### src/rtl/dsp_wb_master_pkg.sv
// Shared definitions for the DSP Wishbone master: FSM states, classic-cycle
// bus constants and err_flags bit positions.
package dsp_wb_master_pkg;

    typedef enum logic [1:0] {
        ST_IDLE,
        ST_BUS,
        ST_RETRY,
        ST_HOLD
    } wb_state_t;

    // Classic single-transfer cycles only
    localparam logic [2:0] CTI_CLASSIC = 3'b000;
    localparam logic [1:0] BTE_LINEAR  = 2'b00;

    // err_flags bit positions
    localparam int unsigned F_WB_ERR_BUS     = 0;
    localparam int unsigned F_WB_ERR_RETRY   = 1;
    localparam int unsigned F_WB_ERR_TIMEOUT = 2;

    // One-hot mask for a single err_flags bit
    function automatic logic [2:0] err_bit(input int unsigned idx);
        logic [2:0] m;
        m      = '0;
        m[idx] = 1'b1;
        return m;
    endfunction

endpackage

### src/rtl/dsp_wb_master.sv
// Single-transfer Wishbone B3 classic master for the DSP file-access engine.
// Converts a start/active request into one Wishbone cycle with retry,
// sticky error reporting and an optional bus watchdog.
// Optional feature: define DSP_WB_MASTER_TIMEOUT_EN to enable the watchdog.
module dsp_wb_master
    import dsp_wb_master_pkg::*;
#(
    parameter int unsigned dw        = 32,
    parameter int unsigned aw        = 32,
    parameter int unsigned MAX_RETRY = 4,
    parameter int unsigned TIMEOUT   = 255
) (
    input  logic          wb_clk,
    input  logic          wb_rst,
    input  logic          start,
    input  logic [aw-1:0] address,
    input  logic [3:0]    selection,
    input  logic          write,
    input  logic [dw-1:0] data_wr,
    output logic [dw-1:0] data_rd,
    output logic          active,
    output logic [aw-1:0] wb_adr_o,
    output logic [dw-1:0] wb_dat_o,
    output logic [3:0]    wb_sel_o,
    output logic          wb_we_o,
    output logic          wb_cyc_o,
    output logic          wb_stb_o,
    output logic [2:0]    wb_cti_o,
    output logic [1:0]    wb_bte_o,
    input  logic [dw-1:0] wb_dat_i,
    input  logic          wb_ack_i,
    input  logic          wb_err_i,
    input  logic          wb_rty_i,
    input  logic          err_clr,
    output logic [2:0]    err_flags
);

    localparam int unsigned RW = (MAX_RETRY > 0) ? $clog2(MAX_RETRY + 1) : 1;
    localparam logic [RW-1:0] RETRY_LIMIT = RW'(MAX_RETRY);

    // A zero watchdog limit would abort every transfer on its first cycle
    if (TIMEOUT < 1) begin : g_bad_timeout
        $error("dsp_wb_master: TIMEOUT must be at least 1");
    end

    wb_state_t     state, state_nxt;
    logic [RW-1:0] retry_cnt;
    logic          load_rd;
    logic          clr_rd;
    logic          retry_inc;
    logic [2:0]    flag_set;
    logic          tmo_hit;
    logic          accept;

    assign accept = (state == ST_IDLE) && start;

`ifdef DSP_WB_MASTER_TIMEOUT_EN
    localparam int unsigned TW = (TIMEOUT > 1) ? $clog2(TIMEOUT) : 1;
    localparam logic [TW-1:0] TMO_LIMIT = TW'(TIMEOUT - 1);

    logic [TW-1:0] tmo_cnt;

    // Watchdog: counts cycles spent in BUS; any other state (including
    // RETRY) rearms it so every re-issue gets a full window.
    always_ff @(posedge wb_clk) begin
        if (wb_rst || state != ST_BUS) begin
            tmo_cnt <= '0;
        end else if (!tmo_hit) begin
            tmo_cnt <= tmo_cnt + 1'b1;
        end
    end

    // Abort on the TIMEOUT-th silent BUS cycle
    always_comb begin
        tmo_hit = (state == ST_BUS) && (tmo_cnt == TMO_LIMIT);
    end
`else
    // Without the watchdog BUS waits indefinitely
    always_comb begin
        tmo_hit = 1'b0;
    end
`endif

    // State register
    always_ff @(posedge wb_clk) begin
        if (wb_rst) begin
            state <= ST_IDLE;
        end else begin
            state <= state_nxt;
        end
    end

    // Next-state and per-cycle datapath controls; bus responses use err > ack > rty
    always_comb begin
        logic done;
        state_nxt = state;
        done      = 1'b0;
        load_rd   = 1'b0;
        clr_rd    = 1'b0;
        retry_inc = 1'b0;
        flag_set  = '0;
        unique case (state)
            ST_IDLE: begin
                if (start) begin
                    state_nxt = ST_BUS;
                end
            end
            ST_BUS: begin
                if (wb_err_i) begin
                    done     = 1'b1;
                    clr_rd   = 1'b1;
                    flag_set = err_bit(F_WB_ERR_BUS);
                end else if (wb_ack_i) begin
                    done    = 1'b1;
                    load_rd = !wb_we_o;
                end else if (wb_rty_i) begin
                    if (retry_cnt == RETRY_LIMIT) begin
                        done     = 1'b1;
                        clr_rd   = 1'b1;
                        flag_set = err_bit(F_WB_ERR_RETRY);
                    end else begin
                        state_nxt = ST_RETRY;
                    end
                end else if (tmo_hit) begin
                    done     = 1'b1;
                    clr_rd   = 1'b1;
                    flag_set = err_bit(F_WB_ERR_TIMEOUT);
                end
                // A start still held at completion parks in HOLD so it
                // cannot launch a second transfer.
                if (done) begin
                    state_nxt = start ? ST_HOLD : ST_IDLE;
                end
            end
            ST_RETRY: begin
                state_nxt = ST_BUS;
                retry_inc = 1'b1;
            end
            ST_HOLD: begin
                if (!start) begin
                    state_nxt = ST_IDLE;
                end
            end
            default: begin
                state_nxt = ST_IDLE;
            end
        endcase
    end

    // Request latch, read data, retry counter and sticky error flags
    always_ff @(posedge wb_clk) begin
        if (wb_rst) begin
            wb_adr_o  <= '0;
            wb_dat_o  <= '0;
            wb_sel_o  <= '0;
            wb_we_o   <= 1'b0;
            data_rd   <= '0;
            retry_cnt <= '0;
            err_flags <= '0;
        end else begin
            if (accept) begin
                wb_adr_o  <= address;
                wb_dat_o  <= data_wr;
                wb_sel_o  <= selection;
                wb_we_o   <= write;
                retry_cnt <= '0;
            end else if (retry_inc) begin
                retry_cnt <= retry_cnt + 1'b1;
            end
            if (load_rd) begin
                data_rd <= wb_dat_i;
            end else if (clr_rd) begin
                data_rd <= '0;
            end
            // A new error in the same cycle as err_clr survives the clear
            err_flags <= (err_flags & ~{3{err_clr}}) | flag_set;
        end
    end

    // Bus strobes decode straight from state so a reset drops them at once
    always_comb begin
        wb_cyc_o = (state == ST_BUS);
        wb_stb_o = (state == ST_BUS);
        active   = (state == ST_BUS) || (state == ST_RETRY);
        wb_cti_o = CTI_CLASSIC;
        wb_bte_o = BTE_LINEAR;
    end

endmodule
### config.mk
export PLATFORM = sky130hd
export DESIGN_NAME = dsp_wb_master
export DESIGN_NICKNAME = d
export VERILOG_FILES = /design/src/rtl/dsp_wb_master_pkg.sv /design/src/rtl/dsp_wb_master.sv
export SDC_FILE = /design/constraint.sdc
export NUM_CORES = 1
export LEC_CHECK = 0
export ABC_AREA = 0
export BUFFER_PORTS_ARGS = -buffer_cell sky130_fd_sc_hd__buf_2
export CAP_MARGIN = 10
export CORE_UTILIZATION = 45
export DETAILED_ROUTE_END_ITERATION = 7
export GPL_TIMING_DRIVEN = 0
export PLACE_DENSITY_LB_ADDON = 0.05
export SYNTH_ARGS = -nofsm -noshare
export SYNTH_HDL_FRONTEND = slang
export SYNTH_SLANG_ARGS = --single-unit
### constraint.sdc
create_clock -name wb_clk -period 2 [get_ports wb_clk]
set_input_delay 0.2 -clock wb_clk [delete_from_list [all_inputs] [get_ports wb_clk]]
set_output_delay 0.2 -clock wb_clk [all_outputs]
set_load 0.02 [all_outputs]
# Yosys cells after proc, flatten, opt, wreduce, memory -nomap -nowiden
# Index checks and enable logic that the tools add are counted.
dict set report word_totals {
  rom_bits 0
  inputBits 108
  elab_cells 57
  output_inout_bits 112
  register_bits 109
  latch_bits 0
  ram_bits 0
  mem_count 0
}
dict set report classes {
  n_lt_le_gt_ge 0
  multipliers 0
  n_shift 0
  add_sub_neg 1
  mux 28
  div 0
  bitwise 3
  n_reduce_logical 7
  eq_ne 10
}
# cell count
set ops {}
lappend ops {{$mux W32} 2}
lappend ops {{$mux W2} 9}
lappend ops {{$mux W1} 12}
lappend ops {{$mux W3} 4}
lappend ops {{$ne A3 B2 Y1 const B} 3}
lappend ops {{$pmux W2 S4} 1}
lappend ops {{$reduce_and A6 Y1} 1}
lappend ops {{$eq A2 B2 Y1 const B} 2}
lappend ops {{$ne A2 B2 Y1 const B} 2}
lappend ops {{$add A3 B1 Y3 const B} 1}
lappend ops {{$and A3 B3 Y3} 1}
lappend ops {{$eq A3 B3 Y1 const B} 1}
lappend ops {{$ne A3 B1 Y1 const B} 1}
lappend ops {{$not A3 Y3} 1}
lappend ops {{$or A3 B3 Y3} 1}
lappend ops {{$eq A2 B1 Y1 const B} 1}
lappend ops {{$logic_not A2 Y1} 1}
lappend ops {{$reduce_bool A2 Y1} 1}
lappend ops {{$reduce_or A2 Y1} 1}
lappend ops {{$logic_and A1 B1 Y1} 1}
lappend ops {{$logic_not A1 Y1} 1}
lappend ops {{$logic_or A1 B1 Y1} 1}

# Longest topological paths before layout
# Gate-level depths: netlist of the first run.
dict set report logic_depth {
  depth_word 8
  mapped_depth 7
  depth_no_buf 5
}

# Worst setup path after synthesis of the first run
# OpenSTA, ideal clock, no wires.
dict set report synth_path {
  path_kind {reg-to-reg}
  from {reg state[1]}
  to {reg data_rd[11]}
  path_stages_with_launch 6
  n_path_buf 2
  setup_time_ns 0.157
  path_slack_ns 0.299
  t_required_ns 1.843
  t_arrival_ns 1.544
  period_less_slack_ns 1.701
  path_cell_list {dfxtp_1 inv_1 ha_1 buf_2 clkbuf_1 a311oi_2}
}
dict set report synth_via {
  elab_chain_cells 3
  elab_cells_between_ends 5
  cone_classes {eq/ne: 1; mux: 3; reduce/logical: 1}
}
# item line
set synth_lines {}
lappend synth_lines {{start, declared} dsp_wb_master.sv:46} ;# wb_state_t state, state_nxt;
lappend synth_lines {{start signal, assigned} dsp_wb_master.sv:89} ;# state <= state_nxt;
lappend synth_lines {{$eq A2 B1 Y1 *} n/a}
lappend synth_lines {{net wb_cyc_o} dsp_wb_master.sv:26} ;# output logic wb_cyc_o,
lappend synth_lines {{$mux W1} dsp_wb_master.sv:102} ;# unique case (state)
lappend synth_lines {{$mux W32 / $reduce_bool A2 Y1 (equally long branches)} n/a}
lappend synth_lines {{end signal, assigned} dsp_wb_master.sv:171} ;# data_rd <= wb_dat_i;
lappend synth_lines {{end, declared} dsp_wb_master.sv:20} ;# output logic [dw-1:0] data_rd,
# Mark *: on every way through the listed nets, which the timed path passes. The rest lies on a longest branch.
# A chain may end at the register's enable or synchronous reset.

# Final worst setup path of the first run
dict set report layout_path {
  from {reg state[1]}
  to {reg data_rd[4]}
}
dict set report layout_via {
  elab_chain_cells 3
  elab_cells_between_ends 5
  cone_classes {eq/ne: 1; mux: 3; reduce/logical: 1}
}
# item line
set layout_lines {}
lappend layout_lines {{$eq A2 B1 Y1 *} dsp_wb_master.sv:102}
lappend layout_lines {{$mux W1} dsp_wb_master.sv:102}
lappend layout_lines {{$mux W32 / $reduce_bool A2 Y1 (equally long branches)} n/a}
# Mark *: on every way between the ends. The rest lies on a longest branch, timed or not.

==> run metrics, run 1 <==
worst hold endpoint err_flags[2]$_SDFF_PP0_; number of library cell types mapped by synthesis 30; Crit Path Max Fanout 10; kind of critical path reg2reg; clock latency on the worst-skew pair ~360 ps; Via-to-Cell Ratio between 4 and 5; drt pass-1 iters 4; CP required between 2000 and 2500 ps; post-layout minimum cycle time between 1500 and 2000 ps; Post-DRT Antenna Nets 0; reg2reg path depth 7; # placed instances 848; largest net degree at the start of global routing 19; number of global-route vias before repair roughly 4000; detailed-route DRC error count 0; post-CTS resize count 0; hold path depth 2; final hold vios 0; port bufs 213; gp weighted congestion roughly 0.73; CTS sink cnt approximately 110; layout cells sized above 1 between 30% and 40%; Min-Delay Startpoint err_clr; RSZ-0062 raised after global routing false; nets between 800 and 900; core region area slightly above 9000 um^2; GRT Util Overall between 20% and 30%; Seq cells post-synth 109; Initial Utilization 46.85%; die area 10060 um^2; crit path DAT 2060 ps; type of the worst min-delay path in2reg; total of max-cap violations 0; CTS Root Cell clkbuf_8; Startpoint Class register; Final setup viols 0; Setup Skew 12.53 ps; IO Count 220; Max-slew headroom a little over half; grt ovf 0; chip height approximately 100 um; mapped cell area ~4300 um^2; drt wl/cell around 14 um; run status complete, no violations; die width between 100 and 150 um; HPWL Detailed between 8000 and 9000 um; hold buffers post-CTS 0; final WL around 12000 um; Static Leakage between 2 and 3 nW; post-CTS setup buffers 0; achievable frequency roughly 560 MHz; syn avg cell area roughly 8.7 um^2; area grow syn2layout 33.46%; initial antenna violation count 1; Pwr Density roughly 850 nW/um^2; htree depth 3; sequential area share after synthesis 50.17%; setup TNS 0 ps; worst reg-to-reg setup slack just over 200 ps; TritonCTS Buffers 9; vias post-DR ~4300; final non-filler cell total 864; Finished Core Util 62.52%; Crit Reg-Reg Startpoint state[1]$_SDFFE_PP0P_; worst hold slack roughly 15 ps; crit path capture type register; TritonCTS clock tree done; Bufs on Longest Clock Path 2; first-pass GRT wire length 18450 um; Detailed Route Iter0 Violations between 60 and 70; Final Cycle Share 89.74%; clock-pin slew of the registers on the worst-case setup and hold paths about 110 ps; yosys warns 0; Slew @ Worst Pin just under 700 ps; Max VDD drop around 0.42 mV; Syn Inst Count 502; R2R Path End data_rd[4]$_SDFFE_PP0P_; Slew Viols, Final 0; # rows 35
worst max-delay path, cell delays in order, from the launching register on:
cell,delay (ps)
dfxtp_1,340
inv_1,120
ha_1,250
and4bb_1,200
buf_2,200
buf_2,250
a21oi_1,110
a311oi_2,250
power breakdown:
part	internal, W	total (W)	switching (W)
logic	0.000400	0.00116	0.000759
registers	0.00232	0.00240	0.0000742
clock network	0.000626	0.00138	0.000755
total	0.00335	0.00494	0.00159
layout by cell type (no fill, tap or decap), types with 2 or more instances in the layout:
cell type and count:
a21oi_1 104, a311oi_1 3, a311oi_2 30, and2_1 2, buf_2 222, buf_4 6
buf_6 3, clkbuf_1 24, clkbuf_2 3, clkbuf_8 10, clkinv_4 2, conb_1 5
dfxtp_1 109, ha_1 6, inv_1 5, inv_6 2, mux2i_1 2, nand2_1 174
nand2b_1 2, nor3_1 3, nor3b_1 2
synth_stat cells, drive strengths merged:
library cell / n / area share [%]
nor2: 1 / 0.086
and4bb: 1 / 0.29
or4b: 1 / 0.23
nor3: 3 / 0.35
nand4b: 1 / 0.20
mux2i: 2 / 0.46
inv: 5 / 0.43
xor2: 1 / 0.20
a21oi: 104 / 12
o22a: 1 / 0.20
nand2b: 2 / 0.29
nor3b: 2 / 0.35
conb: 1 / 0.086
clkbuf: 26 / 2.2
nand2: 174 / 15
and4b: 1 / 0.23
xnor2: 1 / 0.20
o32ai: 1 / 0.37
and2: 2 / 0.29
dfxtp: 109 / 50
a211o: 1 / 0.20
ha: 6 / 1.7
a211oi: 1 / 0.17
buf: 21 / 3.1
a311oi: 33 / 11
nand4: 1 / 0.14
logic make-up (layout without fill, tap and decap cells):
family / count (synthesis) / after routing / share of synthesized area, %
buf+inv: 52 / 280 / 5.811
xor+xnor: 2 / 2 / 0.4028
simple gates: 189 / 189 / 17.46
flops: 109 / 109 / 50.17
mux: 2 / 2 / 0.4603
fa+ha+maj: 6 / 6 / 1.726
compound gates: 141 / 141 / 23.88
other cells: 1 / 6 / 0.08622
metrics by stage:
| step | power [W] | cell area [um^2] | setup WS, ps |
|---|---|---|---|
| floorplan | 0.003194 | 4364 | 298.8 |
| global placement | 0.003587 | 5592 | 158.7 |
| detailed placement | 0.003615 | 5592 | 100.2 |
| CTS | 0.004980 | 5799 | 88.48 |
| global route | 0.005191 | 5804 | 31.42 |
| finish | 0.004938 | 5804 | 205.2 |
metal layers:
layer	track usage [%]	vias up	part of all wire, %
met5	0	-	0
met3	6.476	21	7.5
met2	41.89	152	50
met4	7.915	0	2.0
li1	-	2157	-
met1	25.16	1933	41
flip-flops by register name, indices dropped and copies added (netlist names):
| name | count |
|---|---|
| wb_adr_o | 32 |
| wb_we_o | 1 |
| data_rd | 32 |
| retry_cnt | 3 |
| state | 2 |
| wb_sel_o | 4 |
| wb_dat_o | 32 |
| err_flags | 3 |
cell type report:
cell class	instances	area, um^2
antenna	1	2.502
buffer	46	236.5
clock buffer	10	137.6
clock inverter	6	70.07
fill	862	3480
inverter	5	18.77
multi-input combinational	345	1929
sequential	109	2182
tap	129	161.4
timing repair buffer	213	1066
how the worst max path moves through the flow:
stage,depth (start not counted),end,start
after detailed placement,7,wb_adr_o[13]$_SDFFE_PP0P_,state[0]$_SDFFE_PP0P_
after CTS,7,wb_adr_o[13]$_SDFFE_PP0P_,state[0]$_SDFFE_PP0P_
after floorplan,5,data_rd[11]$_SDFFE_PP0P_,state[1]$_SDFFE_PP0P_
final,7,data_rd[4]$_SDFFE_PP0P_,state[1]$_SDFFE_PP0P_
after global routing,7,data_rd[0]$_SDFFE_PP0P_,state[1]$_SDFFE_PP0P_
after global placement,5,data_rd[14]$_SDFFE_PP0P_,state[1]$_SDFFE_PP0P_
Note: power is estimated with default switching activity, not from simulation.
==> run 2, diff against run 1 <==
CORE_ASPECT_RATIO = 1.1   (was default)
==> run 2 against run 1 <==
Against the previous run: critical path depth is 2 lower; via count is 0.56% lower; critical endpoint is now data_rd[7]$_SDFFE_PP0P_; design area is 0.95% lower; largest power group unchanged; power is 3.7% lower; highest routed layer unchanged; sequential share of layout area is 0.36 points higher; register-to-register slack worse by 80 ps; critical path type unchanged; global-route usage is 0.64 points higher; utilization is 1.0 points lower.
==> run metrics, run 2 (synthesis results as in run 1) <==
Setup Skew 5.465 ps (was 12.53 ps); core region area 9351 um^2 (was 9284 um^2); Final Cycle Share 93.98% (was 89.74%); drt pass-1 iters 4 (unchanged); Initial Utilization 46.51% (was 46.85%); post-layout minimum cycle time 1880 ps (was 1795 ps); R2R Path End data_rd[7]$_SDFFE_PP0P_ (was data_rd[4]$_SDFFE_PP0P_); Regs by FF count data_rd x32, wb_adr_o x32, wb_dat_o x32 (unchanged); final hold vios 0 (unchanged); first-pass GRT wire length 18410 um (was 18450 um); crit path capture data_rd[7]$_SDFFE_PP0P_ (was data_rd[4]$_SDFFE_PP0P_); layout cells sized above 1 37.79% (was 38.42%); run status complete, no violations (unchanged); # rows 37 (was 35); reg2reg path depth 5 (was 7); # placed instances 836 (was 848); TritonCTS clock tree done (unchanged); crit path DAT 2080 ps (was 2060 ps); Slew Viols, Final 0 (unchanged); Pwr Density 826.8 nW/um^2 (was 850.8 nW/um^2); final non-filler cell total 850 (was 864); Final setup viols 0 (unchanged); area grow syn2layout 32.19% (was 33.46%); commonest non-fill, non-tap cells in the layout 223 x buf_2, 174 x nand2_1, 109 x dfxtp_1 (was 222 x buf_2, 174 x nand2_1, 109 x dfxtp_1); GRT Util Overall 23.50% (was 22.86%); Slew @ Worst Pin 724.9 ps (was 678.5 ps); gp weighted congestion 0.7830 (was 0.7314); multi-input logic area 1929 um^2 (unchanged); Max VDD drop 0.3734 mV (was 0.4220 mV); total of max-cap violations 0 (unchanged); fill count 895 (was 862); WP depth 5 (was 7); Crit path max-delay family buffers and inverters (unchanged); Post-DRT Antenna Nets 0 (unchanged); clock-pin slew of the registers on the worst-case setup and hold paths 90 ps (was 110 ps); kind of critical path reg2reg (unchanged); HPWL Detailed 9029 um (was 8963 um); setup TNS 0 ps (unchanged); achievable frequency 532.0 MHz (was 557.2 MHz); Buf/Inv on CP 3 (unchanged); nets 844 (was 843); largest net degree at the start of global routing 16 (was 19); type of the worst min-delay path in2reg (unchanged); crit path capture type register (unchanged); Storage cell area 2182 um^2 (unchanged); chip height 105.1 um (was 100.3 um); Via-to-Cell Ratio 4.987 (was 4.934); detailed-route DRC error count 0 (unchanged); # diodes 0 (was 1); grt ovf 0 (unchanged); RSZ-0062 raised after global routing false (unchanged); vias post-DR 4239 (was 4263); port bufs 213 (unchanged); Static Leakage 2.563 nW (was 2.584 nW); worst reg-to-reg setup slack 120 ps (was 210 ps); hold path depth 3 (was 2); slowest stage delay, CP 550 ps (was 340 ps); Bufs on Longest Clock Path 2 (unchanged); Detailed Route Iter0 Violations 109 (was 65); CTS sink cnt 109 (unchanged); number of global-route vias before repair 3848 (was 4004); IO Count 220 (unchanged); most common cell after layout, fill and taps aside buf_2 (unchanged); Max-slew headroom 51.67% (was 54.77%); initial antenna violation count 0 (was 1); CP required 2200 ps (was 2270 ps); htree depth 3 (unchanged); final WL 11820 um (was 11730 um); Power, Total 0.004753 W (was 0.004938 W); die width 95.74 um (was 100.3 um); Crit Path Max Fanout 10 (unchanged); die area 10060 um^2 (about the same); CTS Root Cell clkbuf_8 (unchanged); Slowest-stage cell, CP buf_1 (was dfxtp_1); Startpoint Class register (unchanged); TritonCTS Buffers 9 (unchanged); critical path, cell by cell inv_1, ha_1, buf_2, buf_1, a311oi_2 (was inv_1, ha_1, and4bb_1, buf_2, buf_2, a21oi_1, a311oi_2); drt wl/cell 13.91 um (was 13.58 um); crit path from state[1]$_SDFFE_PP0P_ (unchanged); clock latency on the worst-skew pair 360 ps (about the same); Crit Reg-Reg Startpoint state[1]$_SDFFE_PP0P_ (unchanged); post-CTS setup buffers 0 (unchanged)
[run 2: changes by cell type in the layout (fill, tap and decap cells not counted), sizes merged]
cell,previous run,this run
diode,1,0
dlygate4sd3,0,1
buf,231,233
inv,7,5
clkinv,3,2
bufinv,1,0
[run 2: worst min path at each step]
stage	slack [ps]	endpoint	start
finish	70	wb_adr_o[2]$_SDFFE_PP0P_	address[2]
CTS	50	wb_adr_o[15]$_SDFFE_PP0P_	address[15]
detailed placement	390	err_flags[2]$_SDFF_PP0_	err_clr
global route	50	wb_adr_o[18]$_SDFFE_PP0P_	address[18]
global placement	390	err_flags[2]$_SDFF_PP0_	err_clr
floorplan	280	err_flags[2]$_SDFF_PP0_	err_clr
[run 2: power breakdown]
part | leakage (nW) | switching (W) | internal, W
Sequential | 0.889 | 0.0000761 | 0.00232
Clock | 0.0881 | 0.000687 | 0.000506
Combinational | 1.59 | 0.000762 | 0.000399
Total | 2.56 | 0.00153 | 0.00323
[run 2: tightest hold or removal path: cells and delay by family]
kind | cells | cell delay [ps]
buffers and inverters | 1 | 90
AND/OR/NAND/NOR | 1 | 40
AO/OA/AOI/OAI | 1 | 50
[run 2: what timing repair did]
action / 4_1_cts / 5_1_grt
hold buffers: 1 / 0
resized for setup: 0 / 2
hold endpoints to repair: 1 / 0
endpoints found under the setup margin: 0 / 12
[run 2: layout make-up]
type	instances	share of cell area, %
Buffer	46	4.026
Multi-Input combinational cell	345	33.56
Clock inverter	2	0.1741
Clock buffer	12	2.699
Tap cell	117	2.546
Inverter	5	0.3264
Timing Repair Buffer	214	18.72
Sequential cell	109	37.95
[run 2: metal layers]
metal | up-vias | share of wire (%) | GRT usage (%)
met5 | - | 0 | 0
met1 | 1933 | 42 | 28.40
li1 | 2155 | - | -
met4 | 0 | 1.2 | 7.249
met2 | 142 | 50 | 40.20
met3 | 9 | 6.9 | 6.041
[run 2: metrics by stage]
step                hold slack (ps)  worst slack (ps)  cell area, um^2  utilization (%)
finish                        71.40             120.4             5749            61.48
CTS                           49.15             50.18             5752            61.51
floorplan                     276.1             298.8             4364                -
global route                  48.64             18.93             5749            61.48
global placement              388.7             143.8             5577            59.63
detailed placement            389.6             80.80             5577            59.63
